[src/rtl/ipif_pkg.sv]
// Shared definitions for the IPIF register path: state encoding, the
// counter-width helper and the default access timeout.
package ipif_pkg;

  // Command initiator state encoding.
  localparam logic [1:0] IPIF_ST_IDLE   = 2'd0;
  localparam logic [1:0] IPIF_ST_ACCESS = 2'd1;
  localparam logic [1:0] IPIF_ST_RESP   = 2'd2;

  typedef enum logic [1:0] {
    ST_IDLE   = IPIF_ST_IDLE,
    ST_ACCESS = IPIF_ST_ACCESS,
    ST_RESP   = IPIF_ST_RESP
  } ipif_state_e;

  // Cycles Bus2IP_CS may stay high without an ack before the access is abandoned.
  localparam int unsigned IPIF_TIMEOUT_DEFAULT = 64;

  // Ceiling log2; also used by the register slave to size its address decode.
  function automatic int unsigned ipif_log2(input int unsigned n);
    int unsigned r;
    r = 0;
    for (int i = 0; i < 32; i++) begin
      if ((64'd1 << i) < 64'(n)) r = i + 1;
    end
    return r;
  endfunction

endpackage

[src/rtl/ipif_timeout_ctr.sv]
// Access timeout counter: cleared when a command is launched, counts while
// the access is open, saturates, and flags the last permitted cycle.
module ipif_timeout_ctr
  import ipif_pkg::*;
#(
  parameter int unsigned TIMEOUT_CYCLES = IPIF_TIMEOUT_DEFAULT
) (
  input  logic clk_i,
  input  logic rst_n_i,
  input  logic clr_i,
  input  logic en_i,
  output logic expire_o
);

  localparam int unsigned   CW   = ipif_log2(TIMEOUT_CYCLES) + 1;
  localparam logic [CW-1:0] LAST = CW'(TIMEOUT_CYCLES - 1);
  localparam logic [CW-1:0] MAX  = '1;

  logic [CW-1:0] cnt_q;
  logic [CW-1:0] cnt_d;

  // Next count: clear wins, otherwise increment while enabled until saturated.
  always_comb begin
    cnt_d = cnt_q;
    if (clr_i) begin
      cnt_d = '0;
    end else if (en_i && (cnt_q != MAX)) begin
      cnt_d = cnt_q + CW'(1);
    end
  end

  // Count register with synchronous active-low reset.
  always_ff @(posedge clk_i) begin
    if (!rst_n_i) begin
      cnt_q <= '0;
    end else begin
      cnt_q <= cnt_d;
    end
  end

  // The count reads TIMEOUT_CYCLES-1 during the final cycle CS may stay high.
  assign expire_o = (cnt_q == LAST);

endmodule

[src/rtl/ipif_cmd_initiator.sv]
// IPIF bus master: takes one register command at a time from a valid/ready
// stream, runs a single IPIF access, and returns data/status on a response
// stream. An access ends on the direction-matching ack or on timeout.
//
// Handshakes: a command transfers on a rising edge where cmd_valid and
// cmd_ready are both 1; a response transfers on a rising edge where
// rsp_valid and rsp_ready are both 1. rsp_valid and all rsp_* fields hold
// steady until that transfer, and cmd_ready stays 0 while a command is open.
module ipif_cmd_initiator
  import ipif_pkg::*;
#(
  parameter int unsigned C_S_AXI_DATA_WIDTH = 32,
  parameter int unsigned C_S_AXI_ADDR_WIDTH = 32,
  parameter int unsigned TIMEOUT_CYCLES     = IPIF_TIMEOUT_DEFAULT
) (
  input  logic                              Bus2IP_Clk,
  input  logic                              Bus2IP_Resetn,
  // command stream
  input  logic                              cmd_valid,
  output logic                              cmd_ready,
  input  logic                              cmd_rnw,
  input  logic [C_S_AXI_ADDR_WIDTH-1:0]     cmd_addr,
  input  logic [C_S_AXI_DATA_WIDTH-1:0]     cmd_data,
  input  logic [C_S_AXI_DATA_WIDTH/8-1:0]   cmd_be,
  // response stream
  output logic                              rsp_valid,
  input  logic                              rsp_ready,
  output logic [C_S_AXI_DATA_WIDTH-1:0]     rsp_data,
  output logic                              rsp_error,
  output logic                              rsp_timeout,
  // IPIF master side
  output logic [C_S_AXI_ADDR_WIDTH-1:0]     Bus2IP_Addr,
  output logic [C_S_AXI_DATA_WIDTH-1:0]     Bus2IP_Data,
  output logic [C_S_AXI_DATA_WIDTH/8-1:0]   Bus2IP_BE,
  output logic                              Bus2IP_RNW,
  output logic                              Bus2IP_CS,
  input  logic [C_S_AXI_DATA_WIDTH-1:0]     IP2Bus_Data,
  input  logic                              IP2Bus_RdAck,
  input  logic                              IP2Bus_WrAck,
  input  logic                              IP2Bus_Error,
  // debug
  output logic [1:0]                        dbg_state_o
);

  ipif_state_e                       state_q;
  logic                              cmd_ready_q;
  logic                              rsp_valid_q;
  logic [C_S_AXI_DATA_WIDTH-1:0]     rsp_data_q;
  logic                              rsp_error_q;
  logic                              rsp_timeout_q;
  logic [C_S_AXI_ADDR_WIDTH-1:0]     addr_q;
  logic [C_S_AXI_DATA_WIDTH-1:0]     wdata_q;
  logic [C_S_AXI_DATA_WIDTH/8-1:0]   be_q;
  logic                              rnw_q;
  logic                              cs_q;

  logic accept;
  logic ack_match;
  logic expire;

  // cmd_ready must read 0 for the whole reset cycle, not only after it.
  assign cmd_ready = cmd_ready_q & Bus2IP_Resetn;
  assign accept    = cmd_valid & cmd_ready_q;
  // Only the ack for the open direction closes the access.
  assign ack_match = rnw_q ? IP2Bus_RdAck : IP2Bus_WrAck;

  ipif_timeout_ctr #(
    .TIMEOUT_CYCLES (TIMEOUT_CYCLES)
  ) u_timeout_ctr (
    .clk_i    (Bus2IP_Clk),
    .rst_n_i  (Bus2IP_Resetn),
    .clr_i    (accept),
    .en_i     (state_q == ST_ACCESS),
    .expire_o (expire)
  );

  // Transaction FSM with all bus and response outputs registered.
  always_ff @(posedge Bus2IP_Clk) begin
    if (!Bus2IP_Resetn) begin
      state_q       <= ST_IDLE;
      cmd_ready_q   <= 1'b0;
      rsp_valid_q   <= 1'b0;
      rsp_data_q    <= '0;
      rsp_error_q   <= 1'b0;
      rsp_timeout_q <= 1'b0;
      addr_q        <= '0;
      wdata_q       <= '0;
      be_q          <= '0;
      rnw_q         <= 1'b0;
      cs_q          <= 1'b0;
    end else begin
      unique case (state_q)
        ST_IDLE: begin
          cmd_ready_q <= 1'b1;
          if (accept) begin
            addr_q      <= cmd_addr;
            wdata_q     <= cmd_data;
            be_q        <= cmd_be;
            rnw_q       <= cmd_rnw;
            cs_q        <= 1'b1;
            cmd_ready_q <= 1'b0;
            state_q     <= ST_ACCESS;
          end
        end
        ST_ACCESS: begin
          // A matching ack in the expiry cycle still counts as a normal completion.
          if (ack_match) begin
            rsp_data_q    <= rnw_q ? IP2Bus_Data : '0;
            rsp_error_q   <= IP2Bus_Error;
            rsp_timeout_q <= 1'b0;
            rsp_valid_q   <= 1'b1;
            cs_q          <= 1'b0;
            state_q       <= ST_RESP;
          end else if (expire) begin
            rsp_data_q    <= '0;
            rsp_error_q   <= 1'b1;
            rsp_timeout_q <= 1'b1;
            rsp_valid_q   <= 1'b1;
            cs_q          <= 1'b0;
            state_q       <= ST_RESP;
          end
        end
        ST_RESP: begin
          // Late or duplicate acks arriving here are simply not looked at.
          if (rsp_ready) begin
            rsp_valid_q <= 1'b0;
            cmd_ready_q <= 1'b1;
            state_q     <= ST_IDLE;
          end
        end
        default: begin
          state_q <= ST_IDLE;
        end
      endcase
    end
  end

  assign rsp_valid   = rsp_valid_q;
  assign rsp_data    = rsp_data_q;
  assign rsp_error   = rsp_error_q;
  assign rsp_timeout = rsp_timeout_q;
  assign Bus2IP_Addr = addr_q;
  assign Bus2IP_Data = wdata_q;
  assign Bus2IP_BE   = be_q;
  assign Bus2IP_RNW  = rnw_q;
  assign Bus2IP_CS   = cs_q;
  assign dbg_state_o = state_q;

endmodule

[config.mk]
export PLATFORM = sky130hd
export DESIGN_NAME = ipif_cmd_initiator
export DESIGN_NICKNAME = d
export VERILOG_FILES = /design/src/rtl/ipif_pkg.sv /design/src/rtl/ipif_timeout_ctr.sv /design/src/rtl/ipif_cmd_initiator.sv
export SDC_FILE = /design/constraint.sdc
export NUM_CORES = 1
export LEC_CHECK = 0
export CORE_MARGIN = 3
export CORE_UTILIZATION = 44
export CTS_CLUSTER_SIZE = 25
export DETAILED_ROUTE_END_ITERATION = 10
export GPL_TIMING_DRIVEN = 1
export HOLD_SLACK_MARGIN = 0.03
export PLACE_DENSITY = 0.83
export SYNTH_ARGS = -nofsm -noshare
export SYNTH_HDL_FRONTEND = slang
export SYNTH_SLANG_ARGS = --single-unit
[constraint.sdc]
create_clock -name Bus2IP_Clk -period 2.8 [get_ports Bus2IP_Clk]
set_clock_uncertainty 0.1 [all_clocks]
set_input_delay 0.56 -clock Bus2IP_Clk [delete_from_list [all_inputs] [get_ports Bus2IP_Clk]]
set_output_delay 0.56 -clock Bus2IP_Clk [all_outputs]
set_load 0.005 [all_outputs]
## After elaboration in Yosys (flattened, before gate mapping)

Index checks and enable logic that the tools add are counted.

- Bitwise gates (word level): 3
- Add/subtract/negate cells: 1
- Multiplexer cells: 22
- Eq/ne operators: 7
- Reductions and logical operators: 13

Operators with widths:

| operator | count |
|---|---|
| $mux 32 | 3 |
| $mux 1 | 11 |
| $reduce_and 3->1 | 3 |
| $mux 2 | 4 |
| $reduce_bool 2->1 | 4 |
| $add 7x1->7 const B | 1 |
| $eq 7x6->1 const B | 1 |
| $ne 7x7->1 const B | 1 |
| $pmux 1 s2 | 3 |
| $pmux 2 s3 | 1 |
| $reduce_and 2->1 | 3 |
| $ne 2x2->1 const B | 2 |
| $ne 3x3->1 const B | 1 |
| $and 1x1->1 | 2 |
| $eq 2x1->1 const B | 1 |
| $eq 2x2->1 const B | 1 |
| $logic_not 2->1 | 1 |
| $reduce_or 2->1 | 1 |
| $logic_and 1x1->1 | 1 |
| $not 1->1 | 1 |

- Output and inout bits: 108
- Input port bits: 108
- Bits in registers: 115
- Logic and storage cells: 58

## Depth between registers and ports, before layout

- Depth after elaboration: 4
- Depth in mapped cells: 5
- Depth with buffers taken out: 4

## Hierarchy

A second synthesis with hierarchy kept.

- Cell total of the unflattened synthesis: 449
- Area, all modules: 4295.4 um2

Modules (own cells, without submodules):

| module | sequential area each (um2) | area an instance (um2) | instances | cells each |
|---|---|---|---|---|
| ipif_cmd_initiator | 2162.1 | 3925.0 | 1 | 409 |
| ipif_timeout_ctr | 140.1 | 370.4 | 1 | 40 |

## Worst setup path after synthesis

No wires, ideal clock.

- Path type: input -> output
- Start point: input Bus2IP_Resetn
- End point: output cmd_ready
- Stages on the path: 3
- Required time: 2.140 ns
- Buffers on the path: 2
- Path slack: 1.059 ns
- Arrival time: 1.081 ns
- Cell sequence: buf_4 clkbuf_1 and2_1

- Word-level cells in the longest chain between the ends: 1

Ends and longest elaborated chain:

| what | RTL line | source |
|---|---|---|
| start: declaration | ipif_cmd_initiator.sv:17 | `input logic Bus2IP_Resetn,` |
| $and 1x1->1 | ipif_cmd_initiator.sv:62 | `assign cmd_ready = cmd_ready_q & Bus2IP_Resetn;` |
| end: declaration | ipif_cmd_initiator.sv:20 | `output logic cmd_ready,` |

Every way passes these cells.

## Final worst setup path

- Start point: register cmd_ready_q
- End point: output cmd_ready

- Word-level cells in the longest chain between the ends: 1

Ends and longest elaborated chain:

| what | RTL line | source |
|---|---|---|
| start: declaration | ipif_cmd_initiator.sv:46 | `logic cmd_ready_q;` |
| start signal: assignment | ipif_cmd_initiator.sv:81 | `cmd_ready_q <= 1'b0;` |
| start signal: assignment | ipif_cmd_initiator.sv:94 | `cmd_ready_q <= 1'b1;` |
| start signal: assignment | ipif_cmd_initiator.sv:101 | `cmd_ready_q <= 1'b0;` |
| $and 1x1->1 | ipif_cmd_initiator.sv:62 |  |

Every way passes these cells.

==> run summary <==
===========================================================================================
CTS buffer count .............................................................           17
Critical-path cell list ...................................................... and2_1, clkdlybuf4s50_1
Cell family contributing the most delay on the critical path ................. buffers and inverters
Initial cell density of the core .............................................        46.0%
Vertical die dimension .......................................................       111 um
Worst skew pair latency ......................................................      0.51 ns
Worst-case clock buffer depth ................................................            2
Met1 wire length .............................................................      6440 um
Per-instance average area after synthesis ....................................    8.64 um^2
Async set or reset register ratio after synthesis ............................           0%
Highest Signal Layer .........................................................         met4
Startpoint types .............................................................         flop
Core box area ................................................................  0.0105 mm^2
Delay of the slowest cell on the worst path ..................................      0.50 ns
Post-synthesis cell type with the largest combined area ...................... sky130_fd_sc_hd__dfxtp_1
WL/cell ......................................................................      17.3 um
Total of flip-flops plus latches after synthesis .............................          115
Detailed route wirelength on metal2 ..........................................      7670 um
Buffers plus inverters on the worst setup path ...............................            1
Setup repair after global routing missed its margin ..........................        false
CTS clock-pin slew for the worst setup and hold paths ........................      0.06 ns
Instance count after placement with tap cells included .......................          872
Floorplan die area ...........................................................  0.0122 mm^2
PD cells .....................................................................  593 mW/mm^2
Routed wire length ...........................................................     15700 um
Total cell area at the placement stage ....................................... 0.00707 mm^2
Slowest library cell on the worst path ....................................... sky130_fd_sc_hd__clkdlybuf4s50_1
Synthesized net count ........................................................          666
Worst endpoint data arrival time .............................................      1.66 ns
Number of antenna-violating nets in the routed design ........................            0
Required time worst endpoint .................................................      2.14 ns
Most instantiated flip-flop cell in the synthesis netlist .................... sky130_fd_sc_hd__dfxtp_1
Worst Path Class, Setup ......................................................      reg2out
WHS ..........................................................................     0.353 ns
Leading cell types by total area after synthesis ............................. sky130_fd_sc_hd__dfxtp_1 48%, sky130_fd_sc_hd__nand2_1 14%, sky130_fd_sc_hd__a21boi_1 11%, sky130_fd_sc_hd__and3b_1 6.0%, sky130_fd_sc_hd__a2bb2oi_1 5.8%
Share of layout cells above drive strength 1 .................................        6.39%
Half-perimeter wire length after placement ...................................     10800 um
Post-cts gate resize count ...................................................            0
Placer congestion estimate ...................................................        0.856
Maximum resistive drop on vdd ................................................     0.362 mV
Total global routing overflow ................................................            0
Final Util ...................................................................        73.6%
Placement row count ..........................................................           37
Combined area of all synthesized cells ....................................... 0.00481 mm^2
Number of enable flip-flop cells after synthesis .............................            0
Number of hold buffers added after cts .......................................            0
Antenna violations before repair .............................................            1
P&R area growth vs syn .......................................................        60.0%
Number of cells in the finished layout apart from fillers ....................          904
First-pass GRT wire length ...................................................     25300 um
Headroom to the max-slew limit ...............................................        61.3%
Hold Vio Cnt, Final ..........................................................            0
Total of endpoints with negative setup slack in the final report .............            0
P_leak .......................................................................      2.95 nW
Number of design-rule violations left by the first detailed-router iteration .          298
DRC violation count after routing ............................................            0
Die outline width ............................................................       111 um
Avg Vias per Cell ............................................................         5.33
DR vias ......................................................................         4819
Post-route cell area ......................................................... 0.00770 mm^2
Clock Sinks ..................................................................          115
Total count of max-transition violations in the final report .................            0
TritonCTS clock tree .........................................................        built
Transition at the pin with the smallest max-transition slack .................     0.581 ns
Number of top-level pins .....................................................          216
Crit. End Element ............................................................   output pin
Class of the tightest hold or removal check ..................................      reg2reg
Proportion of netlist area held by the largest area contributor ..............        47.9%
Overall power of the completed layout ........................................      4.57 mW
Buffers added on ports .......................................................          215
Sequential element share of the synthesized area .............................        47.9%
Highest attainable clock frequency ...........................................      432 MHz
Setup slack at placement .....................................................     0.531 ns
H-tree levels ................................................................            4
Synthesized instance count ...................................................          557
Aggregate global-route resource usage ........................................        25.3%
Final-layout setup total negative slack ......................................         0 ns
Via count of the first global-routing pass ...................................         4910
Met3 wirelength from detailed routing ........................................      1290 um
Period minus WS final ........................................................      2.32 ns
Final Cycle Share ............................................................        82.7%
Pre-Repair DR Iteration Count ................................................            5
Clock root buffer ............................................................ sky130_fd_sc_hd__clkbuf_8
PnR worst setup slack ........................................................     0.485 ns
YS warnings ..................................................................            0
Critical path peak fanout ....................................................            6
Post-CTS Repair Setup Buffers ................................................            0
Synth unique cells ...........................................................           41
Maximum number of pins on one net before global-route repair .................           74
Number of nets in the final layout ...........................................          864
Max-cap check violation count ................................................            0
Status ....................................................................... complete, no violations
===========================================================================================
[worst reg2reg max path, cell delays in order (launching register included)]
cell and delay (ns):
sky130_fd_sc_hd__dfxtp_1 0.41, sky130_fd_sc_hd__ha_1 0.21, sky130_fd_sc_hd__nand3b_1 0.16, sky130_fd_sc_hd__o21ai_2 0.38
sky130_fd_sc_hd__buf_12 0.23, sky130_fd_sc_hd__o21ai_0 0.12
[flip-flops by register name, summed over array words and instances, names as in the netlist]
signal / count
Bus2IP_Addr: 32
Bus2IP_Data: 32
rsp_data: 32
u_timeout_ctr.cnt_q: 7
Bus2IP_BE: 4
dbg_state_o: 2
Bus2IP_CS: 1
Bus2IP_RNW: 1
cmd_ready_q: 1
rsp_error: 1
rsp_timeout: 1
rsp_valid: 1
[final timing paths]
kind                     startpoint              end  slack, ns  depth (start not counted)
min reg2reg         Bus2IP_Addr[26]  Bus2IP_Addr[26]       0.35                          2
max reg2reg  u_timeout_ctr.cnt_q[0]     rsp_data[20]       1.07                          5
min                 Bus2IP_Addr[26]  Bus2IP_Addr[26]       0.35                          2
max                     cmd_ready_q        cmd_ready       0.48                          2
[area by class of cell]
cell class | instances | area (um^2)
clock buffers | 22 | 473
flip-flops and latches | 115 | 2300
diodes | 1 | 2.50
repair buffers | 226 | 2290
clock inverters | 9 | 151
well taps | 136 | 170
inverters | 3 | 11.3
multi-input cells | 392 | 2300
fillers | 743 | 2760
[layout by cell type, fill, tap and decap left out, types with 6 or more instances in the layout]
cell                                n
sky130_fd_sc_hd__nand2_1          177
sky130_fd_sc_hd__clkdlybuf4s50_1  214
sky130_fd_sc_hd__dfxtp_1          115
sky130_fd_sc_hd__o21ai_0           24
sky130_fd_sc_hd__buf_4              6
sky130_fd_sc_hd__o21ai_1           12
sky130_fd_sc_hd__clkbuf_16         16
sky130_fd_sc_hd__a21boi_1          70
sky130_fd_sc_hd__and3b_1           33
sky130_fd_sc_hd__a2bb2oi_1         32
[kinds of logic after synthesis]
| family | count (synthesis) | synth area share [%] |
|---|---|---|
| simple gates | 229 | 22.6 |
| compound gates | 159 | 23.8 |
| flops | 115 | 47.9 |
| buf+inv | 50 | 4.81 |
| mux | 3 | 0.702 |
| fa+ha+maj | 1 | 0.260 |
[power breakdown]
group | switching (mW) | internal, mW | total (mW) | leakage [nW]
Sequential | 0.0388 | 1.70 | 1.74 | 0.933
Combinational | 0.230 | 0.339 | 0.569 | 1.71
Clock | 0.728 | 1.53 | 2.26 | 0.307
[Yosys cell counts (2+ instances only)]
library cell	count
sky130_fd_sc_hd__dfxtp_1	115
sky130_fd_sc_hd__a21boi_0	3
sky130_fd_sc_hd__and3_1	3
sky130_fd_sc_hd__o21ai_0	24
sky130_fd_sc_hd__nand2b_1	2
sky130_fd_sc_hd__a31oi_1	3
sky130_fd_sc_hd__inv_1	3
sky130_fd_sc_hd__clkbuf_2	3
sky130_fd_sc_hd__nor2b_1	2
sky130_fd_sc_hd__nor3_1	3
sky130_fd_sc_hd__a21boi_1	70
sky130_fd_sc_hd__mux2i_1	2
sky130_fd_sc_hd__a21oi_1	3
sky130_fd_sc_hd__clkbuf_1	16
sky130_fd_sc_hd__buf_2	26
sky130_fd_sc_hd__o21ai_1	12
sky130_fd_sc_hd__buf_4	2
sky130_fd_sc_hd__a211oi_1	3
sky130_fd_sc_hd__nand2_1	177
sky130_fd_sc_hd__a2bb2oi_1	32
sky130_fd_sc_hd__and3b_1	33
[metal layers]
layer	GRT usage (%)	up-vias
met3	10.0	19
met1	29.1	2291
met2	42.7	200
met4	8.70	0
li1	-	2309
met5	0	-
(Power assumes the default switching activity.)
